File: src/rtl/bcd_sched_pkg.sv
// rtl/bcd_sched_pkg.sv - shared types and constants for the BCD conversion scheduler
// Purpose: state encoding, requester id type and sizing constants used by
//          bcd_serial_core, bcd_convert_scheduler and its interface.
package bcd_sched_pkg;

  localparam int WIDTH     = 23;        // binary input width
  localparam int DIGITS    = 7;         // BCD digits produced
  localparam int ITER_LAST = 22;        // index of the final shift iteration
  localparam int CNT_W     = 5;         // iteration counter width (holds 0..23)
  localparam int ACC_W     = DIGITS * 4;
  localparam logic [3:0] BLANK = 4'hF;  // blank code for the 7-segment driver

  typedef enum logic [1:0] {
    IDLE  = 2'd0,
    SHIFT = 2'd1,
    DONE  = 2'd2
  } state_t;

  typedef enum logic {
    REQ_A = 1'b0,
    REQ_B = 1'b1
  } req_id_t;

endpackage

File: src/rtl/bcd_convert_scheduler_if.sv
// rtl/bcd_convert_scheduler_if.sv - requester/result bundle of the BCD conversion scheduler
// Purpose: groups the two-requester handshake and the result bus.
// Ports (signals):
//   req[1:0]     request levels, bit0 = A, bit1 = B
//   value_a/b    binary values of A and B
//   ack[1:0]     one-cycle capture acknowledge
//   busy         conversion in progress
//   done         one-cycle result-valid pulse
//   done_id      requester of the latest result (0 = A, 1 = B)
//   q_1..q_7     BCD digits, q_1 = units
// Modports: master = requester side, slave = scheduler side.
interface bcd_convert_scheduler_if;
  import bcd_sched_pkg::*;

  logic [1:0]       req;
  logic [WIDTH-1:0] value_a;
  logic [WIDTH-1:0] value_b;
  logic [1:0]       ack;
  logic             busy;
  logic             done;
  logic             done_id;
  logic [3:0]       q_1, q_2, q_3, q_4, q_5, q_6, q_7;

  modport master (
    output req, value_a, value_b,
    input  ack, busy, done, done_id, q_1, q_2, q_3, q_4, q_5, q_6, q_7
  );

  modport slave (
    input  req, value_a, value_b,
    output ack, busy, done, done_id, q_1, q_2, q_3, q_4, q_5, q_6, q_7
  );

endinterface

File: src/rtl/bcd_serial_core.sv
// rtl/bcd_serial_core.sv - serial double-dabble datapath, one iteration per step
// Purpose: holds the BCD accumulator, binary shift register and iteration counter.
// Ports:
//   clk, rst_n   clock, asynchronous active-low reset
//   load         capture load_value, clear accumulator and counter
//   load_value   binary value to convert
//   step         perform one add-3 / shift iteration
//   acc          current BCD accumulator (digit 0 in bits 3:0)
//   last         counter is at the final iteration
module bcd_serial_core
  import bcd_sched_pkg::*;
(
  input  logic             clk,
  input  logic             rst_n,
  input  logic             load,
  input  logic [WIDTH-1:0] load_value,
  input  logic             step,
  output logic [ACC_W-1:0] acc,
  output logic             last
);

  logic [ACC_W-1:0] acc_q, acc_d;
  logic [WIDTH-1:0] sreg_q, sreg_d;
  logic [CNT_W-1:0] cnt_q, cnt_d;
  logic [ACC_W-1:0] adj;

  // A digit of 5 or more becomes >= 10 after doubling, so it is pre-corrected
  // by +3 to make the shift produce a decimal carry into the next digit.
  always_comb begin
    adj = acc_q;
    for (int d = 0; d < DIGITS; d++) begin
      if (acc_q[d*4 +: 4] > 4'd4) begin
        adj[d*4 +: 4] = acc_q[d*4 +: 4] + 4'd3;
      end
    end
  end

  always_comb begin
    acc_d  = acc_q;
    sreg_d = sreg_q;
    cnt_d  = cnt_q;
    if (load) begin
      acc_d  = '0;
      sreg_d = load_value;
      cnt_d  = '0;
    end else if (step) begin
      // The top digit's carry-out falls off; the input range never needs it.
      {acc_d, sreg_d} = {adj, sreg_q} << 1;
      cnt_d           = cnt_q + CNT_W'(1);
    end
  end

  always_ff @(posedge clk or negedge rst_n) begin
    if (!rst_n) begin
      acc_q  <= '0;
      sreg_q <= '0;
      cnt_q  <= '0;
    end else begin
      acc_q  <= acc_d;
      sreg_q <= sreg_d;
      cnt_q  <= cnt_d;
    end
  end

  assign acc  = acc_q;
  assign last = (cnt_q == CNT_W'(ITER_LAST));

endmodule

File: src/rtl/bcd_convert_scheduler.sv
// rtl/bcd_convert_scheduler.sv - round-robin shared binary-to-BCD conversion engine
// Purpose: arbitrates two requesters, runs a 23-iteration serial conversion and
//          registers seven BCD digits with a done pulse and the served id.
// Ports:
//   clk, rst_n   clock, asynchronous active-low reset
//   bus          bcd_convert_scheduler_if.slave (req/value/ack/busy/done/done_id/q_1..q_7)
// Build option: BCD_LEADING_BLANK_EN - leading zero digits (q_7..q_2) become 4'hF.
module bcd_convert_scheduler
  import bcd_sched_pkg::*;
(
  input  logic                     clk,
  input  logic                     rst_n,
  bcd_convert_scheduler_if.slave   bus
);

  state_t           state_q, state_d;
  req_id_t          ptr_q, ptr_d;     // last-served requester
  req_id_t          id_q, id_d;       // requester of the running conversion
  logic [1:0]       ack_q, ack_d;
  logic             done_q, done_d;
  logic             done_id_q, done_id_d;
  logic [ACC_W-1:0] q_q, q_d;

  logic             core_load;
  logic             core_step;
  logic [ACC_W-1:0] core_acc;
  logic             core_last;
  logic [ACC_W-1:0] result;
  req_id_t          grant_id;
  logic [WIDTH-1:0] grant_value;

  bcd_serial_core u_core (
    .clk        (clk),
    .rst_n      (rst_n),
    .load       (core_load),
    .load_value (grant_value),
    .step       (core_step),
    .acc        (core_acc),
    .last       (core_last)
  );

  // On a tie the requester that was not served last wins.
  always_comb begin
    grant_id = REQ_A;
    case (bus.req)
      2'b10:   grant_id = REQ_B;
      2'b11:   grant_id = (ptr_q == REQ_B) ? REQ_A : REQ_B;
      default: grant_id = REQ_A;
    endcase
    grant_value = (grant_id == REQ_B) ? bus.value_b : bus.value_a;
  end

`ifdef BCD_LEADING_BLANK_EN
  // Blank every zero digit above the most significant non-zero one; units stay.
  always_comb begin
    logic leading;
    result  = core_acc;
    leading = 1'b1;
    for (int d = DIGITS - 1; d >= 1; d--) begin
      if (leading && (core_acc[d*4 +: 4] == 4'd0)) begin
        result[d*4 +: 4] = BLANK;
      end else begin
        leading = 1'b0;
      end
    end
  end
`else
  always_comb begin
    result = core_acc;
  end
`endif

  always_comb begin
    state_d   = state_q;
    ptr_d     = ptr_q;
    id_d      = id_q;
    ack_d     = 2'b00;
    done_d    = 1'b0;
    done_id_d = done_id_q;
    q_d       = q_q;
    core_load = 1'b0;
    core_step = 1'b0;
    case (state_q)
      IDLE: begin
        if (bus.req != 2'b00) begin
          core_load = 1'b1;
          id_d      = grant_id;
          ack_d     = (grant_id == REQ_B) ? 2'b10 : 2'b01;
          state_d   = SHIFT;
        end
      end
      SHIFT: begin
        core_step = 1'b1;
        if (core_last) begin
          state_d = DONE;
        end
      end
      DONE: begin
        q_d       = result;
        done_d    = 1'b1;
        done_id_d = (id_q == REQ_B);
        ptr_d     = id_q;
        state_d   = IDLE;
      end
      default: state_d = IDLE;
    endcase
  end

  always_ff @(posedge clk or negedge rst_n) begin
    if (!rst_n) begin
      state_q   <= IDLE;
      ptr_q     <= REQ_B;
      id_q      <= REQ_A;
      ack_q     <= 2'b00;
      done_q    <= 1'b0;
      done_id_q <= 1'b0;
      q_q       <= '0;
    end else begin
      state_q   <= state_d;
      ptr_q     <= ptr_d;
      id_q      <= id_d;
      ack_q     <= ack_d;
      done_q    <= done_d;
      done_id_q <= done_id_d;
      q_q       <= q_d;
    end
  end

  assign bus.ack     = ack_q;
  assign bus.busy    = (state_q != IDLE);
  assign bus.done    = done_q;
  assign bus.done_id = done_id_q;
  assign bus.q_1     = q_q[3:0];
  assign bus.q_2     = q_q[7:4];
  assign bus.q_3     = q_q[11:8];
  assign bus.q_4     = q_q[15:12];
  assign bus.q_5     = q_q[19:16];
  assign bus.q_6     = q_q[23:20];
  assign bus.q_7     = q_q[27:24];

endmodule

File: src/flat_wrapper.sv
// flat-port wrapper written by rule: the top's interface ports become plain ports
module bcd_convert_scheduler_flat import bcd_sched_pkg::*;
  (clk, rst_n, bus_req, bus_value_a, bus_value_b, bus_ack, bus_busy, bus_done, bus_done_id, bus_q_1, bus_q_2, bus_q_3, bus_q_4, bus_q_5, bus_q_6, bus_q_7);
  bcd_convert_scheduler_if bus_i ();
  input  logic clk;
  input  logic rst_n;
  input wire logic [$bits(bus_i.req)-1:0] bus_req;
  input wire logic [$bits(bus_i.value_a)-1:0] bus_value_a;
  input wire logic [$bits(bus_i.value_b)-1:0] bus_value_b;
  output wire logic [$bits(bus_i.ack)-1:0] bus_ack;
  output wire logic [$bits(bus_i.busy)-1:0] bus_busy;
  output wire logic [$bits(bus_i.done)-1:0] bus_done;
  output wire logic [$bits(bus_i.done_id)-1:0] bus_done_id;
  output wire logic [$bits(bus_i.q_1)-1:0] bus_q_1;
  output wire logic [$bits(bus_i.q_2)-1:0] bus_q_2;
  output wire logic [$bits(bus_i.q_3)-1:0] bus_q_3;
  output wire logic [$bits(bus_i.q_4)-1:0] bus_q_4;
  output wire logic [$bits(bus_i.q_5)-1:0] bus_q_5;
  output wire logic [$bits(bus_i.q_6)-1:0] bus_q_6;
  output wire logic [$bits(bus_i.q_7)-1:0] bus_q_7;
  assign bus_i.req = bus_req;
  assign bus_i.value_a = bus_value_a;
  assign bus_i.value_b = bus_value_b;
  assign bus_ack = bus_i.ack;
  assign bus_busy = bus_i.busy;
  assign bus_done = bus_i.done;
  assign bus_done_id = bus_i.done_id;
  assign bus_q_1 = bus_i.q_1;
  assign bus_q_2 = bus_i.q_2;
  assign bus_q_3 = bus_i.q_3;
  assign bus_q_4 = bus_i.q_4;
  assign bus_q_5 = bus_i.q_5;
  assign bus_q_6 = bus_i.q_6;
  assign bus_q_7 = bus_i.q_7;
  bcd_convert_scheduler u_core (.clk(clk), .rst_n(rst_n), .bus(bus_i));
endmodule
File: config.mk
export PLATFORM = sky130hd
export DESIGN_NAME = bcd_convert_scheduler_flat
export DESIGN_NICKNAME = d
export VERILOG_FILES = /design/src/rtl/bcd_sched_pkg.sv /design/src/rtl/bcd_convert_scheduler_if.sv /design/src/rtl/bcd_serial_core.sv /design/src/rtl/bcd_convert_scheduler.sv /design/src/flat_wrapper.sv
export SDC_FILE = /design/constraint.sdc
export NUM_CORES = 1
export LEC_CHECK = 0
export ABC_AREA = 1
export BUFFER_PORTS_ARGS = -buffer_cell sky130_fd_sc_hd__buf_2
export CELL_PAD_IN_SITES_DETAIL_PLACEMENT = 1
export CELL_PAD_IN_SITES_GLOBAL_PLACEMENT = 1
export CORE_MARGIN = 4
export CORE_UTILIZATION = 37
export DETAILED_ROUTE_END_ITERATION = 10
export HOLD_SLACK_MARGIN = 0.08
export PLACE_DENSITY_LB_ADDON = 0.1
export RECOVER_POWER = 25
export SYNTH_ARGS = -nofsm -noshare
export SYNTH_HDL_FRONTEND = slang
export SYNTH_SLANG_ARGS = --single-unit
export TNS_END_PERCENT = 10
File: constraint.sdc
create_clock -name clk -period 1.3 [get_ports clk]
set_input_delay 0.26 -clock clk [delete_from_list [all_inputs] [get_ports clk]]
set_output_delay 0.26 -clock clk [all_outputs]
set_load 0.03 [all_outputs]
==> flow_summary_export.csv, run 1 <==
group,metric,value,unit
pwr,clkPwrFrac,15.7,%
pwr,swShare,43.69,%
sta,setup-tns-final,-2.662,ns
pwr,p_seq_share,30.7,%
route,viasPerCell,4.885,
job,cap_violations,0,
floorplanning,fp.coreArea,12010,sq um
min_path,hold_class,"in2reg",
yosys,netlist.area_leader.share,49.97,%
sta,setup_violations,46,
sta,hold_violations,0,
sta,finalClockSkew,0.005501,ns
worst_setup_path,cp_common_cell,"nand3_1",
yosys,ys_ff_latch,92,
placed_design,port_buffers,82,
yosys,synth_cell_types,25,
route,routed-via-count,4147,
yosys,syn_area,4557,sq um
cts,numCtsBuffers,9,
route,drt_first_pass_iters,4,
yosys,synth_seq_area_share,50.55,%
worst_setup_path,cp_num_buf_inv,4,
outcome,failed_checks,"negative setup slack",
worst_setup_path,endpoint_kind,"register",
global_route,globalRoute.totalOverflow,0,
min_path,worstHoldPathCells,3,
cts,cts_tree,"done",
floorplanning,dieHeight,119.0,um
layout,area_delta_synth_final,33.80,%
yosys,synthTopCellsByArea,"dfrtp_1, nand2_1, o21ai_0",
global_route,grt_pass1_vias,4609,
route,drc,0,
floorplanning,io_pins,83,
floorplanning,row_count,40,
route,ant_nets,0,
yosys,synth.net_count,623,
layout,final_common_cell,"nand2_1",
yosys,syn_area_per_cell,8.080,sq um
worst_setup_path,cp.depth,9,
pwr,vdd_drop_max,0.0008235,V
route,post_drt_wl_per_cell,15.05,um
placed_design,gp_congestion,0.7878,
cts,insertion_delay,0.35,ns
worst_setup_path,critPathKind,"reg2reg",
layout,fillCellCount,1502,
floorplanning,die_w,119.0,um
sta,period_share,110.8,%
cts,cts_root_buf,"clkbuf_16",
sta,max-slew-margin-rel,53.02,%
pwr,leakage,3.212,nW
sta,period_minus_slack,1.440,ns
sta,fmax,694.5,MHz
worst_setup_path,crit_chain,"inv_2 -> nand2_4 -> buf_6 -> nor2_4 -> buf_8 -> nand3_1 -> nand3_1 -> nand2_1 -> inv_1",
pwr,powerDensity,2676,nW/um^2
worst_setup_path,crit_family,"simple AND/OR/NAND/NOR gates",
sta,drv_slew,0,
yosys,yosysWarnings,0,
pwr,p_switching,7.128,mW
sta,rsz0062_at_grt,"true",
worst_setup_path,crit_required,1.58,ns
global_route,grt_max_degree,43,
cts,htree_levels,3,
placed_design,dp_hpwl,9063,um
cts,clockBufferDepth,2,
cts,cts.sinks,92,
worst_setup_path,arrival,1.72,ns
layout,drive_gt1_share,30.91,%
pwr,p_comb_share,53.6,%
floorplanning,die-area,14160,sq um
route,drtIter0Drc,126,
yosys,syn_inst,564,
yosys,synth_area_leader_cell,"dfrtp_1",
layout,fin_nets,756,
pwr,p_int,9.188,mW
route,wl,12770,um
global_route,track_usage,19.16,%
placed_design,dpl_cell_area,5468,sq um
layout,antenna_cells,0,
sta,setup_ws,-0.1398,ns
worst_setup_path,start_kind,"register",
worst_setup_path,max_stage_delay,0.40,ns
layout,layout_common_cells,"nand2_1, dfrtp_1, buf_2, inv_1, buf_4",
worst_setup_path,critPathMaxFanout,6,
layout,final_area,6097,sq um
cts,clk_pin_slew,0.07,ns
outcome,status,"complete, but fails checks",
floorplanning,start_util,37.94,%
worst_setup_path,worstRegToRegCells,9,
global_route,antenna_found_initial,0,
sta,worst_pin_slew,0.7047,ns
worst_setup_path,cpMaxStageDelayCell,"dfrtp_1",
global_route,grt_pass1_wl,22000,um
==> registers in the layout (all words and copies together) (netlist names) <==
register              flops
u_core.ptr_q              1
u_core.u_core.sreg_q     23
u_core.u_core.acc        28
u_core.bus.ack            2
u_core.id_q               1
u_core.bus.done           1
u_core.bus.done_id        1
u_core.q_q               28
u_core.u_core.cnt_q       5
u_core.state_q            2
==> kinds of logic (layout without fill, tap and decap cells) <==
kind of cell	count (synthesis)	after routing	synth area share, %
flops	92	92	50.55
compound gates	100	100	12.38
buf+inv	92	229	8.676
xor+xnor	6	6	1.153
fa+ha+maj	9	9	2.471
simple gates	265	266	24.77
==> through the flow <==
| step | hold slack [ns] | util (%) | worst slack [ns] | cells | power [mW] |
|---|---|---|---|---|---|
| floorplan | -0.03559 | - | 0.05071 | 564 | 10.33 |
| global placement | 0.1940 | 45.52 | -0.3193 | 820 | 12.71 |
| detailed placement | 0.2019 | 45.52 | -0.3482 | 820 | 13.17 |
| CTS | 0.1164 | 49.68 | -0.1050 | 846 | 16.23 |
| global route | 0.1412 | 50.76 | -0.2357 | 849 | 17.77 |
| finish | 0.1221 | 50.76 | -0.1398 | 849 | 16.32 |
==> cells in the mapped netlist <==
cell type and count:
nand2_1 151, dfrtp_1 91, inv_1 62, o21ai_0 62, nor2_1 46, nand3_1 41
o21ai_1 24, buf_2 13, nor2_2 11, ha_1 9, o22ai_2 8, or2_0 8
inv_2 7, xnor2_1 5, clkbuf_1 4, a21oi_1 3, buf_4 3, buf_6 3
nand2_2 3, o22ai_1 3, nand2_4 2, or2_1 2, dfstp_2 1, nor2_4 1
xor2_1 1
==> timing repair <==
item / in CTS / in global routing
gates cloned: 2 / 1
hold buffers: 1 / 0
endpoints found under the hold margin: 18 / 0
buffers inserted: 7 / 2
resized for setup: 42 / 29
pin swaps: 3 / 5
setup endpoints to repair: 59 / 57
==> worst min-delay path, cell delays in order <==
cell	delay (ns)
buf_2	0.08
nand2_2	0.05
nand3_2	0.04
==> final cells by class <==
class | count | area, sq um | area share, %
Timing Repair Buffer | 144 | 1022 | 16.77
Multi-Input combinational cell | 381 | 2034 | 33.37
Sequential cell | 92 | 2303 | 37.78
Tap cell | 147 | 183.9 | 3.017
Inverter | 69 | 264.0 | 4.330
Clock buffer | 12 | 266.5 | 4.371
Clock inverter | 4 | 22.52 | 0.3694
==> routing by layer <==
layer / up-vias / global-route usage (%) / share of wire (%)
met3: 24 / 3.324 / 3.5
met4: 0 / 9.413 / 3.2
met2: 78 / 33.07 / 50
met5: - / 0 / 0
met1: 1999 / 23.08 / 44
li1: 2046 / - / -
==> final timing paths <==
path                                    start  slack, ns                        to
max                         u_core.state_q[1]      -0.14  u_core.u_core.sreg_q[10]
max reg2reg                 u_core.state_q[1]      -0.14  u_core.u_core.sreg_q[10]
min                            bus_value_a[0]       0.12   u_core.u_core.sreg_q[0]
min in group asynchronous               rst_n       0.49            u_core.q_q[10]
min reg2reg                u_core.bus.done_id       0.48        u_core.bus.done_id
max in group asynchronous               rst_n       0.16   u_core.u_core.sreg_q[5]
==> power by group through the flow <==
stage               clock [mW]  combinational, mW  sequential, mW
detailed placement           0               8.14            5.03
global placement             0               7.73            4.98
finish                    2.56               8.75            5.01
global route              2.75               9.84            5.18
CTS                       2.63               8.59            5.01
floorplan                    0               4.64            5.69
No activity file was read; power rests on OpenSTA's default activity.
==> run 2: changes to the inputs <==
Settings changed: SKIP_CTS_REPAIR_TIMING set to 1.
==> flow_summary_export.csv, run 2 (same netlist as run 1, synthesis figures left out) <==
group,metric,value,unit
placed_design,dpl_cell_area,5468,sq um
route,drt_first_pass_iters,4,
route,wl,12440,um
global_route,antenna_found_initial,0,
layout,area_delta_synth_final,31.99,%
sta,max-slew-margin-rel,53.24,%
global_route,grt_max_degree,43,
route,viasPerCell,4.883,
route,drc,0,
worst_setup_path,crit_required,1.04,ns
route,drtIter0Drc,124,
floorplanning,io_pins,83,
outcome,status,"complete, but fails checks",
worst_setup_path,start_kind,"register",
worst_setup_path,critPathKind,"reg2out",
cts,insertion_delay,0.34,ns
floorplanning,row_count,40,
layout,final_area,6015,sq um
job,cap_violations,0,
cts,htree_levels,3,
sta,period_share,107.5,%
floorplanning,start_util,37.94,%
outcome,failed_checks,"negative setup slack",
pwr,leakage,3.190,nW
cts,cts_root_buf,"clkbuf_16",
placed_design,pre_cts_slack,-0.3482,ns
floorplanning,dieHeight,119.0,um
sta,period_minus_slack,1.397,ns
layout,drive_gt1_share,30.47,%
cts,numCtsBuffers,9,
layout,antenna_cells,0,
global_route,track_usage,18.27,%
worst_setup_path,critPathMaxFanout,3,
global_route,grt_pass1_vias,4456,
sta,worst_pin_slew,0.7013,ns
sta,hold_violations,0,
global_route,globalRoute.totalOverflow,0,
layout,stdcell_count,846,
layout,final_common_cell,"nand2_1",
cts,cts.sinks,92,
floorplanning,die_w,119.0,um
pwr,powerDensity,2701,nW/um^2
global_route,grt_pass1_wl,21110,um
cts,clockBufferDepth,2,
sta,fmax,715.7,MHz
pwr,vdd_drop_max,0.0008272,V
placed_design,gp_congestion,0.7878,
sta,rsz0062_at_grt,"true",
placed_design,dpl.cell_count,820,
route,ant_nets,0,
placed_design,dp_hpwl,9063,um
sta,setup-tns-final,-1.179,ns
worst_setup_path,arrival,1.14,ns
placed_design,port_buffers,82,
floorplanning,die-area,14160,sq um
pwr,finalPower,16.24,mW
sta,drv_slew,0,
route,routed-via-count,4131,
sta,setup_violations,34,
layout,fin_nets,753,
sta,setup_ws,-0.09730,ns
route,post_drt_wl_per_cell,14.70,um
worst_setup_path,endpoint_kind,"output pin",
floorplanning,fp.coreArea,12010,sq um
sta,finalClockSkew,0.002851,ns
layout,layout_common_cells,"nand2_1, dfrtp_1, buf_2, inv_1, buf_4",
cts,cts_tree,"done",
cts,clk_pin_slew,0.06,ns
min_path,hold_class,"in2reg",
-- run 2: where the power goes --
part,switching (mW),leakage (nW),internal [mW]
Sequential,0.775,1.11,4.24
Clock,1.10,0.144,1.44
Combinational,5.20,1.94,3.48
Total,7.08,3.19,9.16
-- run 2: layout make-up --
cell class | instances | area [sq um]
Sequential cell | 92 | 2303
Tap cell | 147 | 183.9
Fill cell | 1509 | 5997
Multi-Input combinational cell | 381 | 1998
Timing Repair Buffer | 141 | 975.9
Inverter | 69 | 264.0
Clock inverter | 4 | 22.52
Clock buffer | 12 | 266.5
-- run 2: worst paths after layout --
kind / startpoint / to / slack, ns / depth (start not counted)
setup / recovery: u_core.state_q[1] / bus_busy / -0.1 / 4
max in group asynchronous: rst_n / u_core.u_core.sreg_q[1] / 0.15 / 3
setup reg to reg: u_core.ptr_q / u_core.u_core.sreg_q[1] / -0.08 / 8
hold reg to reg: u_core.q_q[23] / u_core.q_q[23] / 0.48 / 2
min in group asynchronous: rst_n / u_core.q_q[10] / 0.49 / 2
hold / removal: bus_value_a[0] / u_core.u_core.sreg_q[0] / 0.12 / 3
-- run 2: critical path, stage by stage (launching register included) --
cell	delay, ns
dfrtp_1	0.40
inv_2	0.08
nand2_4	0.06
buf_6	0.12
buf_6	0.13
-- run 2: metrics by stage --
step                hold slack (ns)  util, %
floorplan                  -0.03559        -
global placement             0.1940    45.52
detailed placement           0.2019    45.52
CTS                         -0.1783    47.93
global route                 0.1490    50.07
finish                       0.1244    50.07
-- run 2: layer usage --
| metal | wire, um | global-route usage, % |
|---|---|---|
| met1 | 5415 | 22.20 |
| met2 | 6260 | 31.79 |
| met3 | 449 | 3.134 |
| met4 | 314 | 8.038 |
| met5 | 0 | 0 |
==> run 3: changes to the inputs <==
Settings changed: PLACE_DENSITY set to 0.79, PLACE_DENSITY_LB_ADDON 0.1 to not set, SLEW_MARGIN set to 20.
==> flow_summary_export.csv, run 3 (same netlist as run 1, synthesis figures left out) <==
group,metric,value,unit
route,drtIter0Drc,162,
worst_setup_path,crit_start,"u_core.ptr_q",
pwr,clkPwrFrac,16.9,%
outcome,failed_checks,"negative setup slack",
sta,hold_violations,0,
layout,final_area,6147,sq um
global_route,antenna_found_initial,0,
layout,multi_input_area,2049,sq um
cts,cts.sinks,92,
route,routed-via-count,4214,
sta,fmax,682.4,MHz
sta,setup_ws,-0.1653,ns
layout,fillCellCount,1438,
cts,numCtsBuffers,9,
cts,htree_levels,3,
worst_setup_path,reg2reg_to,"u_core.u_core.sreg_q[16]",
outcome,status,"complete, but fails checks",
pwr,vdd_drop_max,0.0008403,V
job,cap_violations,0,
placed_design,port_buffers,82,
layout,final_common_cell,"nand2_1",
placed_design,dpl_cell_area,5430,sq um
layout,seq_area,2303,sq um
route,post_drt_wl_per_cell,16.65,um
layout,area_delta_synth_final,34.90,%
cts,insertion_delay,0.35,ns
sta,period_share,112.7,%
worst_setup_path,endpoint_kind,"register",
floorplanning,die_w,119.0,um
sta,whs,0.1358,ns
layout,drive_gt1_share,30.43,%
pwr,p_switching,7.479,mW
worst_setup_path,crit_required,1.57,ns
pwr,finalPower,17.11,mW
min_path,worstHoldPathCells,3,
sta,rsz0062_at_grt,"true",
min_path,worstHoldStart,"bus_value_a[0]",
sta,worst_pin_slew,0.7869,ns
min_path,hold_class,"in2reg",
floorplanning,row_count,40,
cts,clockBufferDepth,2,
cts,cts_tree,"done",
layout,post-route-util,51.18,%
pwr,p_seq_share,29.7,%
sta,setup_violations,56,
cts,clk_pin_slew,0.07,ns
pwr,p_comb_share,53.4,%
pwr,powerDensity,2784,nW/um^2
layout,fin_nets,745,
worst_setup_path,critPathKind,"reg2reg",
route,viasPerCell,5.035,
sta,period_minus_slack,1.465,ns
global_route,grt_pass1_vias,4485,
cts,cts_root_buf,"clkbuf_16",
global_route,globalRoute.totalOverflow,0,
pwr,p_int,9.634,mW
layout,layout_common_cells,"nand2_1, dfrtp_1, buf_2, inv_1, nor2_1",
pwr,swShare,43.70,%
worst_setup_path,arrival,1.74,ns
route,ant_nets,0,
route,drc,0,
global_route,grt_pass1_wl,21470,um
sta,drv_slew,0,
worst_setup_path,start_kind,"register",
placed_design,dp_hpwl,9137,um
floorplanning,start_util,37.94,%
global_route,track_usage,18.58,%
placed_design,gp_congestion,0.8379,
sta,finalClockSkew,0.006186,ns
worst_setup_path,r2r_slack,-0.17,ns
global_route,grt_max_degree,42,
floorplanning,dieHeight,119.0,um
floorplanning,fp.coreArea,12010,sq um
placed_design,pre_cts_slack,-0.4053,ns
route,drt_first_pass_iters,4,
route,wl,13930,um
worst_setup_path,critPathMaxFanout,6,
layout,antenna_cells,0,
worst_setup_path,worstRegToRegCells,8,
sta,max-slew-margin-rel,47.54,%
floorplanning,die-area,14160,sq um
worst_setup_path,r2r_start,"u_core.ptr_q",
floorplanning,io_pins,83,
pwr,leakage,3.216,nW
min_path,min_to,"u_core.u_core.sreg_q[0]",
[run 3: final cells by class]
class | count | share of cell area, %
sequential | 92 | 37.47
multi-input combinational | 381 | 33.34
timing repair buffer | 133 | 16.65
inverter | 69 | 4.254
clock buffer | 11 | 4.112
tap | 147 | 2.992
clock inverter | 4 | 1.181
[run 3: power groups by stage]
stage | sequential (mW) | clock (mW) | combinational [mW]
after floorplan | 5.69 | 0 | 4.64
after global placement | 4.95 | 0 | 7.52
after detailed placement | 5.04 | 0 | 8.05
after CTS | 5.01 | 2.93 | 8.17
after global routing | 5.26 | 3.07 | 10.2
final | 5.08 | 2.90 | 9.13
[run 3: worst max-delay path by stage]
stage                     cells past startpoint                  endpoint
final                                         8  u_core.u_core.sreg_q[16]
after CTS                                     7  u_core.u_core.sreg_q[17]
after global routing                         10   u_core.u_core.sreg_q[4]
after detailed placement                      8  u_core.u_core.sreg_q[17]
after floorplan                               7    u_core.u_core.cnt_q[4]
after global placement                        8  u_core.u_core.sreg_q[22]
[run 3: layer usage]
| metal | routed length, um | track usage, % | vias to the layer above |
|---|---|---|---|
| li1 | - | - | 2025 |
| met1 | 6033 | 23.75 | 2069 |
| met2 | 7105 | 31.87 | 94 |
| met3 | 419 | 3.039 | 26 |
| met4 | 373 | 6.589 | 0 |
| met5 | 0 | 0 | - |
[run 3: critical path, stage by stage (launching register included)]
cell and delay, ns:
dfstp_2 0.58, nand2_4 0.10, nand2_8 0.11, buf_12 0.12
nand2_4 0.06, buf_8 0.15, nor2_2 0.09, nor2_1 0.06
nor2_1 0.10
[run 3: per-stage QoR]
step	std cells	setup TNS, ns
floorplan	564	0
global placement	810	-9.291
detailed placement	810	-12.03
CTS	825	-13.98
global route	837	-8.382
finish	837	-4.474
